### src/rtl/game_tick_pkg.sv
// ----------------------------------------------------------------------------
// game_tick_pkg
// Shared definitions for the LED catcher game tick scheduler:
//   - run_state_t  : run-state encoding (IDLE / RUN / PAUSE)
//   - DEF_*        : default timing constants (100 MHz clk_in)
//   - LEVEL_W      : width of the applied level count
//   - LEVEL_MAX    : saturation value of the level count
// ----------------------------------------------------------------------------
package game_tick_pkg;

    typedef enum logic [1:0] {
        ST_IDLE  = 2'd0,
        ST_RUN   = 2'd1,
        ST_PAUSE = 2'd2
    } run_state_t;

    localparam int unsigned DEF_BASE_PERIOD = 300_000_000;  // 3 s at 100 MHz
    localparam int unsigned DEF_MIN_PERIOD  = 50_000_000;
    localparam int unsigned DEF_STEP        = 25_000_000;
    localparam int unsigned DEF_WARN_CYCLES = 50_000_000;
    localparam int          DEF_CNT_W       = 33;

    localparam int                 LEVEL_W   = 4;
    localparam logic [LEVEL_W-1:0] LEVEL_MAX = 4'd15;

endpackage

### src/rtl/tick_period_counter.sv
// ----------------------------------------------------------------------------
// tick_period_counter
// Loadable down-counter with hold enable and zero flag. The counter parks at
// zero; the owner decides when to reload it.
// Ports:
//   clk_in        in   clock
//   rst           in   asynchronous active-high reset (count -> 0)
//   clr_i         in   synchronous clear to 0 (highest priority)
//   load_i        in   load load_val_i
//   load_val_i    in   value to load, CNT_W bits
//   en_i          in   count enable; low holds the current value
//   count_next_o  out  value the counter takes at the next edge
//   zero_o        out  current count is zero
// ----------------------------------------------------------------------------
module tick_period_counter #(
    parameter int CNT_W = 33
) (
    input  logic             clk_in,
    input  logic             rst,
    input  logic             clr_i,
    input  logic             load_i,
    input  logic [CNT_W-1:0] load_val_i,
    input  logic             en_i,
    output logic [CNT_W-1:0] count_next_o,
    output logic             zero_o
);

    localparam logic [CNT_W-1:0] ONE = CNT_W'(1);

    logic [CNT_W-1:0] count_q;
    logic [CNT_W-1:0] count_d;

    always_comb begin
        count_d = count_q;
        if (clr_i) begin
            count_d = '0;
        end else if (load_i) begin
            count_d = load_val_i;
        end else if (en_i && (count_q != '0)) begin
            count_d = count_q - ONE;
        end
    end

    always_ff @(posedge clk_in or posedge rst) begin
        if (rst) begin
            count_q <= '0;
        end else begin
            count_q <= count_d;
        end
    end

    assign count_next_o = count_d;
    assign zero_o       = (count_q == '0);

endmodule

### src/rtl/game_tick_sched.sv
// ----------------------------------------------------------------------------
// game_tick_sched
// Run-state controller and programmable tick scheduler. Produces a one-cycle
// tick enable every `period` RUN cycles, a blink square wave toggled on every
// tick, and shortens the interval by STEP (down to MIN_PERIOD) on each applied
// level-up.
// Optional feature: define GAME_TICK_SCHED_WARN_EN to drive `warn` during the
// last WARN_CYCLES cycles before each tick; otherwise `warn` is held at 0.
// Ports:
//   clk_in    in   clock
//   rst       in   asynchronous active-high reset
//   start     in   pulse: IDLE -> RUN
//   pause     in   pulse: toggle RUN / PAUSE
//   stop      in   pulse: any state -> IDLE
//   level_up  in   pulse: request a shorter interval at the next reload
//   tick      out  one-cycle enable per interval
//   blink     out  toggles on every tick
//   running   out  high in RUN
//   paused    out  high in PAUSE
//   level     out  applied level count, saturating at 15
//   period    out  interval currently in force
//   warn      out  pre-tick warning window
// ----------------------------------------------------------------------------
module game_tick_sched
    import game_tick_pkg::*;
#(
    parameter int unsigned BASE_PERIOD = DEF_BASE_PERIOD,
    parameter int unsigned MIN_PERIOD  = DEF_MIN_PERIOD,
    parameter int unsigned STEP        = DEF_STEP,
    parameter int unsigned WARN_CYCLES = DEF_WARN_CYCLES,
    parameter int          CNT_W       = DEF_CNT_W
) (
    input  logic               clk_in,
    input  logic               rst,
    input  logic               start,
    input  logic               pause,
    input  logic               stop,
    input  logic               level_up,
    output logic               tick,
    output logic               blink,
    output logic               running,
    output logic               paused,
    output logic [LEVEL_W-1:0] level,
    output logic [CNT_W-1:0]   period,
    output logic               warn
);

`ifdef GAME_TICK_SCHED_WARN_EN
    localparam logic WARN_EN = 1'b1;
`else
    localparam logic WARN_EN = 1'b0;
`endif

    localparam int               CW1        = CNT_W + 1;
    localparam logic [CNT_W-1:0] ONE        = CNT_W'(1);
    localparam logic [CNT_W-1:0] BASE_P     = CNT_W'(BASE_PERIOD);
    localparam logic [CNT_W-1:0] MIN_P      = CNT_W'(MIN_PERIOD);
    localparam logic [CW1-1:0]   MIN_W      = CW1'(MIN_PERIOD);
    localparam logic [CW1-1:0]   STEP_W     = CW1'(STEP);
    localparam logic [CW1-1:0]   WARN_W     = CW1'(WARN_CYCLES);
    // A floor above the starting interval would lengthen it; keep BASE instead.
    localparam logic             FLOOR_HIGH = (MIN_PERIOD > BASE_PERIOD);

    run_state_t         state_q;
    run_state_t         state_d;
    logic               tick_q;
    logic               blink_q;
    logic               running_q;
    logic               paused_q;
    logic               warn_q;
    logic               pend_q;
    logic [LEVEL_W-1:0] level_q;
    logic [CNT_W-1:0]   period_q;

    logic               go_start;
    logic               reload;
    logic               lvl_req;
    logic               apply_lvl;
    logic [CW1-1:0]     diff_w;
    logic [CNT_W-1:0]   shrunk;
    logic [CNT_W-1:0]   new_period;
    logic [CNT_W-1:0]   load_val;
    logic [CNT_W-1:0]   cnt_next;
    logic               cnt_zero;
    logic               warn_d;

    // ---------------- next-state and control decode ----------------
    always_comb begin
        state_d = state_q;
        if (stop) begin
            state_d = ST_IDLE;
        end else begin
            case (state_q)
                ST_IDLE:  if (start) state_d = ST_RUN;
                ST_RUN:   if (pause) state_d = ST_PAUSE;
                ST_PAUSE: if (pause) state_d = ST_RUN;
                default:  state_d = ST_IDLE;
            endcase
        end
    end

    assign go_start  = (state_q == ST_IDLE) && start && !stop;
    // Reload is judged on the current state, so a pause sampled on the reload
    // edge still lets that tick out; the freeze starts with the next count.
    assign reload    = (state_q == ST_RUN) && cnt_zero && !stop;
    // A pause in the same cycle outranks the level request.
    assign lvl_req   = (state_q != ST_IDLE) && level_up && !stop && !pause;
    assign apply_lvl = reload && pend_q;

    // Extra bit catches underflow when period < STEP; both cases clamp to MIN.
    assign diff_w = {1'b0, period_q} - STEP_W;

    always_comb begin
        shrunk = diff_w[CNT_W-1:0];
        if (diff_w[CNT_W] || (diff_w < MIN_W)) begin
            shrunk = MIN_P;
        end
        if (FLOOR_HIGH) begin
            shrunk = period_q;
        end
    end

    assign new_period = apply_lvl ? shrunk : period_q;
    assign load_val   = go_start ? (BASE_P - ONE) : (new_period - ONE);

    // Warning is registered from the counter's next value so it lines up with
    // the count it describes.
    assign warn_d = WARN_EN && (state_d == ST_RUN) && ({1'b0, cnt_next} < WARN_W);

    // ---------------- interval counter ----------------
    tick_period_counter #(
        .CNT_W (CNT_W)
    ) u_cnt (
        .clk_in       (clk_in),
        .rst          (rst),
        .clr_i        (stop),
        .load_i       (go_start || reload),
        .load_val_i   (load_val),
        .en_i         (state_q == ST_RUN),
        .count_next_o (cnt_next),
        .zero_o       (cnt_zero)
    );

    // ---------------- FSM state and registered outputs ----------------
    always_ff @(posedge clk_in or posedge rst) begin
        if (rst) begin
            state_q   <= ST_IDLE;
            tick_q    <= 1'b0;
            blink_q   <= 1'b0;
            running_q <= 1'b0;
            paused_q  <= 1'b0;
            warn_q    <= 1'b0;
            pend_q    <= 1'b0;
            level_q   <= '0;
            period_q  <= BASE_P;
        end else begin
            state_q   <= state_d;
            tick_q    <= reload;
            running_q <= (state_d == ST_RUN);
            paused_q  <= (state_d == ST_PAUSE);
            warn_q    <= warn_d;
            if (stop || go_start) begin
                blink_q  <= 1'b0;
                pend_q   <= 1'b0;
                level_q  <= '0;
                period_q <= BASE_P;
            end else begin
                if (reload) begin
                    blink_q <= ~blink_q;
                end
                if (apply_lvl) begin
                    period_q <= new_period;
                    if (level_q != LEVEL_MAX) begin
                        level_q <= level_q + LEVEL_W'(1);
                    end
                end
                // A request landing on the reload edge waits for the next one.
                if (lvl_req) begin
                    pend_q <= 1'b1;
                end else if (apply_lvl) begin
                    pend_q <= 1'b0;
                end
            end
        end
    end

    assign tick    = tick_q;
    assign blink   = blink_q;
    assign running = running_q;
    assign paused  = paused_q;
    assign warn    = warn_q;
    assign level   = level_q;
    assign period  = period_q;

endmodule

### config.mk
export PLATFORM = sky130hd
export DESIGN_NAME = game_tick_sched
export DESIGN_NICKNAME = d
export VERILOG_FILES = /design/src/rtl/game_tick_pkg.sv /design/src/rtl/tick_period_counter.sv /design/src/rtl/game_tick_sched.sv
export SDC_FILE = /design/constraint.sdc
export NUM_CORES = 1
export LEC_CHECK = 0
export ABC_AREA = 1
export CORE_ASPECT_RATIO = 0.6
export CORE_MARGIN = 3
export CORE_UTILIZATION = 35
export DETAILED_ROUTE_END_ITERATION = 10
export DONT_BUFFER_PORTS = 1
export GPL_TIMING_DRIVEN = 1
export PLACE_DENSITY = 0.62
export SLEW_MARGIN = 15
export SYNTH_ARGS = -nofsm -noshare
export SYNTH_HDL_FRONTEND = slang
export SYNTH_HIERARCHICAL = 1
export SYNTH_SLANG_ARGS = --single-unit
### constraint.sdc
create_clock -name clk_in -period 3.6 [get_ports clk_in]
set_clock_uncertainty 0.2 [all_clocks]
set_input_delay 0.72 -clock clk_in [delete_from_list [all_inputs] [get_ports clk_in]]
set_output_delay 0.72 -clock clk_in [all_outputs]
set_load 0.05 [all_outputs]
==> results.rst <==
.. list-table::
   :header-rows: 1

   * - Metric
     - Value
   * - Result of the run
     - complete, but fails checks
   * - Violated checks
     - negative setup slack
   * - First-pass GRT wire length
     - 43300 um
   * - Layer with the highest usage
     - met1
   * - Diodes inserted
     - 0
   * - Setup repair after global routing missed its margin
     - yes
   * - Pins over their slew limit
     - 0
   * - Cell type with the highest aggregate area in the netlist
     - sky130_fd_sc_hd__dfrtp_1
   * - Die footprint
     - 21900 um^2
   * - Via count of the first global-routing pass
     - 8102
   * - # hold bufs at CTS
     - 0
   * - Maximum fanout along the worst path
     - 6
   * - Startpoint of the lowest-slack register-to-register path
     - period[16]
   * - Count of unique library cells instantiated by Yosys
     - 40
   * - Syn Area/Cell
     - 5.90 um^2
   * - Vias after detailed routing
     - 8812
   * - Remaining antenna violation count
     - 0
   * - Max-cap violation count
     - 0
   * - Nets in the synthesized netlist
     - 1206
   * - Critical register-to-register path endpoint
     - u_cnt/count_q[30]
   * - Startpoint class of the critical path
     - flop
   * - Cell area after synthesis
     - 7050 um^2
   * - Number of cell rows
     - 39
   * - Area of all sequential standard cells
     - 1940 um^2
   * - Non-filler instance count after layout
     - 1751
   * - Iteration-0 DRC count of the detailed router
     - 842
   * - Post-synth top cells
     - 399 x sky130_fd_sc_hd__nand2_1, 197 x sky130_fd_sc_hd__nor2_1, 116 x sky130_fd_sc_hd__inv_1
   * - Flip-flop and latch count after synthesis
     - 77
   * - Internal reg-to-reg setup slack
     - -0.05 ns
   * - Area share of the largest cell type after synthesis
     - 0.238
   * - Number of cells traversed by the worst register-to-register path
     - 26
   * - Worst slack on hold paths
     - 0.161 ns
   * - All-Layer GR Usage
     - 0.254
   * - Worst-margin pin slew
     - 0.851 ns
   * - Crit. End Element
     - flop
   * - Number of buffers created by CTS
     - 9
   * - Number of synthesized flops with an enable pin
     - 0
   * - WP data required
     - 3.67 ns
   * - DIE HEIGHT
     - 116 um
   * - Root buf cell
     - sky130_fd_sc_hd__clkbuf_16
   * - Static Leak
     - 5.35 nW
   * - Final critical-path share of the clock period
     - 1.01
   * - Most used DFF post-synth
     - sky130_fd_sc_hd__dfrtp_1
   * - Area of all placed cells without fillers
     - 10900 um^2
   * - Layout fillers
     - 1864
   * - Type of the most critical hold path
     - in -> async
   * - Worst slew margin relative to its limit
     - 0.433
   * - Proportion of layout cells with a drive suffix above 1
     - 0.411
   * - Final routed wirelength across all metal layers
     - 28500 um
   * - Number of warnings printed during yosys synthesis
     - 6
   * - Detailed placement HPWL
     - 21000 um
   * - Deepest clock path buffer count
     - 2
   * - Final worst path period need
     - 3.65 ns
   * - Number of remaining DRC errors
     - 0
   * - Placed cell count
     - 1690
   * - Floorplan Core Area
     - 19400 um^2
   * - Setup TNS
     - -0.229 ns
   * - Placed Instance Area
     - 9190 um^2
   * - Final global-route overflow total
     - 0
   * - Worst path arrival time
     - 3.72 ns
   * - Hold Violations, Final
     - 0
   * - Final setup violation count
     - 12
   * - Total number of H-tree levels
     - 3
   * - CTS tree
     - yes
   * - Detailed-router iteration count before antenna repair
     - 6
   * - Total area of multi-input combinational cells
     - 5340 um^2
   * - Top Ports
     - 48
   * - Met3 usage
     - 0.0979
   * - Final Wtd Congestion
     - 1.01
   * - Global-route met2 utilization
     - 0.345
   * - Overall power of the completed layout
     - 2.80 mW
   * - Fin nets
     - 1490
   * - Fraction of met1 tracks used by global routing
     - 0.384
   * - Crit path setup slack, layout
     - -0.0465 ns
   * - Number of clock sinks seen by CTS
     - 77
   * - Post-synthesis sequential area ratio
     - 0.275
   * - Peak supply drop
     - 0.000237 V
   * - Worst-case setup slack after placement
     - -0.311 ns
   * - Clock latency on the worst-skew pair
     - 0.36 ns
   * - Starting utilization of the core area
     - 0.364
   * - Most common cell in the netlist
     - sky130_fd_sc_hd__nand2_1
   * - Number of vias per cell
     - 5.03
   * - Maximum number of pins on one net before global-route repair
     - 67
   * - Fmax achieved
     - 274 MHz
   * - Power per cell area
     - 257 nW/um^2
   * - Port-buffer cells
     - 0
   * - Area delta synth->final
     - 54.3%
   * - Post-CTS clock slew at the launch and capture registers of the worst setup and hold paths
     - 0.07 ns
   * - Critical Setup Path Class
     - reg -> reg
   * - Average wire per cell in the routed design
     - 16.3 um
   * - Synth Instances
     - 1196
   * - Cell types occupying the most area after synthesis
     - sky130_fd_sc_hd__dfrtp_1 24%, sky130_fd_sc_hd__nand2_1 21%, sky130_fd_sc_hd__nor2_1 10%, sky130_fd_sc_hd__nand3_1 7.3%, sky130_fd_sc_hd__inv_1 6.2%
   * - Initial antenna violation count
     - 0
   * - Layout Utilization
     - 0.562
   * - Die span in x
     - 189 um
   * - Post-synth ARST share
     - 1.00
worst max path at each step:
stage                                 start                end  depth (start not counted)
after floorplan                   period[6]  u_cnt/count_q[20]                         29
after global placement            period[7]  u_cnt/count_q[18]                         25
after detailed placement          period[7]  u_cnt/count_q[28]                         28
after CTS                         period[7]  u_cnt/count_q[28]                         28
after global routing      u_cnt/count_q[19]  u_cnt/count_q[32]                         26
final                            period[16]  u_cnt/count_q[30]                         26
sequential cells by signal, summed over array words and instances (netlist names):
name,cells
u_cnt/count_q,33
paused,1
tick,1
blink,1
period,33
running,1
state_q,2
pend_q,1
level,4
cell families (layout without fill, tap and decap cells):
| group | count (synthesis) | in the layout | synth area share |
|---|---|---|---|
| compound gates | 130 | 130 | 0.0980 |
| fa+ha+maj | 4 | 4 | 0.00710 |
| other cells | 1 | 1 | 0.000532 |
| simple gates | 793 | 793 | 0.489 |
| flops | 77 | 77 | 0.275 |
| buf+inv | 166 | 455 | 0.0992 |
| xor+xnor | 25 | 25 | 0.0311 |
worst max-delay path, cell delays in order, from the launching register on:
cell,delay (ns)
sky130_fd_sc_hd__dfstp_2,0.59
sky130_fd_sc_hd__nand2_2,0.09
sky130_fd_sc_hd__buf_4,0.14
sky130_fd_sc_hd__nor2_4,0.11
sky130_fd_sc_hd__inv_2,0.06
sky130_fd_sc_hd__nor2_4,0.10
sky130_fd_sc_hd__nand2_2,0.07
sky130_fd_sc_hd__nand2_1,0.06
sky130_fd_sc_hd__nand2_1,0.07
sky130_fd_sc_hd__nand2_2,0.10
sky130_fd_sc_hd__nand2_2,0.07
sky130_fd_sc_hd__nor2_4,0.14
sky130_fd_sc_hd__nand3_2,0.10
sky130_fd_sc_hd__nand3_4,0.13
sky130_fd_sc_hd__buf_6,0.16
sky130_fd_sc_hd__nand3b_1,0.12
sky130_fd_sc_hd__nand2_4,0.13
sky130_fd_sc_hd__nand2_4,0.09
sky130_fd_sc_hd__nor2_4,0.17
sky130_fd_sc_hd__nand2_2,0.09
sky130_fd_sc_hd__nor2_4,0.21
sky130_fd_sc_hd__nand2_1,0.09
sky130_fd_sc_hd__nand2_1,0.06
sky130_fd_sc_hd__nand2_1,0.04
sky130_fd_sc_hd__nor2_1,0.09
sky130_fd_sc_hd__o21ai_1,0.08
sky130_fd_sc_hd__a21oi_1,0.16
layer usage:
layer  part of all wire  up-vias
li1                   -     4332
met1               0.49     4131
met2               0.38      329
met3               0.12       20
met4             0.0070        0
met5                  0        -
power breakdown:
part           total, mW  switching (mW)  internal [mW]  leakage [nW]
logic              0.736           0.463          0.273          4.18
registers          0.968          0.0529          0.915          1.00
clock network       1.10           0.399          0.696         0.167
total               2.80           0.914           1.88          5.35
area by class of cell:
class / count / share of cell area
inverter: 132 / 0.0474
multi-input combinational: 953 / 0.491
clock inverter: 4 / 0.00874
clock buffer: 12 / 0.0227
timing repair buffer: 305 / 0.219
timing repair inverter: 2 / 0.00161
sequential: 77 / 0.179
tap: 266 / 0.0306
cells in the final DEF (no fill, tap or decap), types with 4 or more instances in the layout:
cell,count
sky130_fd_sc_hd__dfrtp_1,64
sky130_fd_sc_hd__nand2_1,316
sky130_fd_sc_hd__nand3_2,21
sky130_fd_sc_hd__clkbuf_16,9
sky130_fd_sc_hd__nor2_2,47
sky130_fd_sc_hd__nand3_1,82
sky130_fd_sc_hd__nor2_1,140
sky130_fd_sc_hd__dfstp_2,10
sky130_fd_sc_hd__a21oi_1,54
sky130_fd_sc_hd__o21ai_2,4
sky130_fd_sc_hd__nand3b_1,7
sky130_fd_sc_hd__buf_6,14
sky130_fd_sc_hd__xor2_1,22
sky130_fd_sc_hd__inv_1,102
sky130_fd_sc_hd__nand2_2,77
sky130_fd_sc_hd__a21oi_2,4
sky130_fd_sc_hd__nor2_4,40
sky130_fd_sc_hd__nand3_4,5
sky130_fd_sc_hd__inv_2,25
sky130_fd_sc_hd__o21ai_0,37
sky130_fd_sc_hd__nand4_1,14
sky130_fd_sc_hd__buf_4,287
sky130_fd_sc_hd__nand2_4,34
sky130_fd_sc_hd__o21ai_1,21
what timing repair did:
item / in CTS / in global routing
gates cloned: 1 / 2
gates resized for setup: 130 / 177
pin swaps: 61 / 104
setup endpoints to repair: 26 / 31
setup buffers: 15 / 27
No activity file was read; power rests on OpenSTA's default activity.
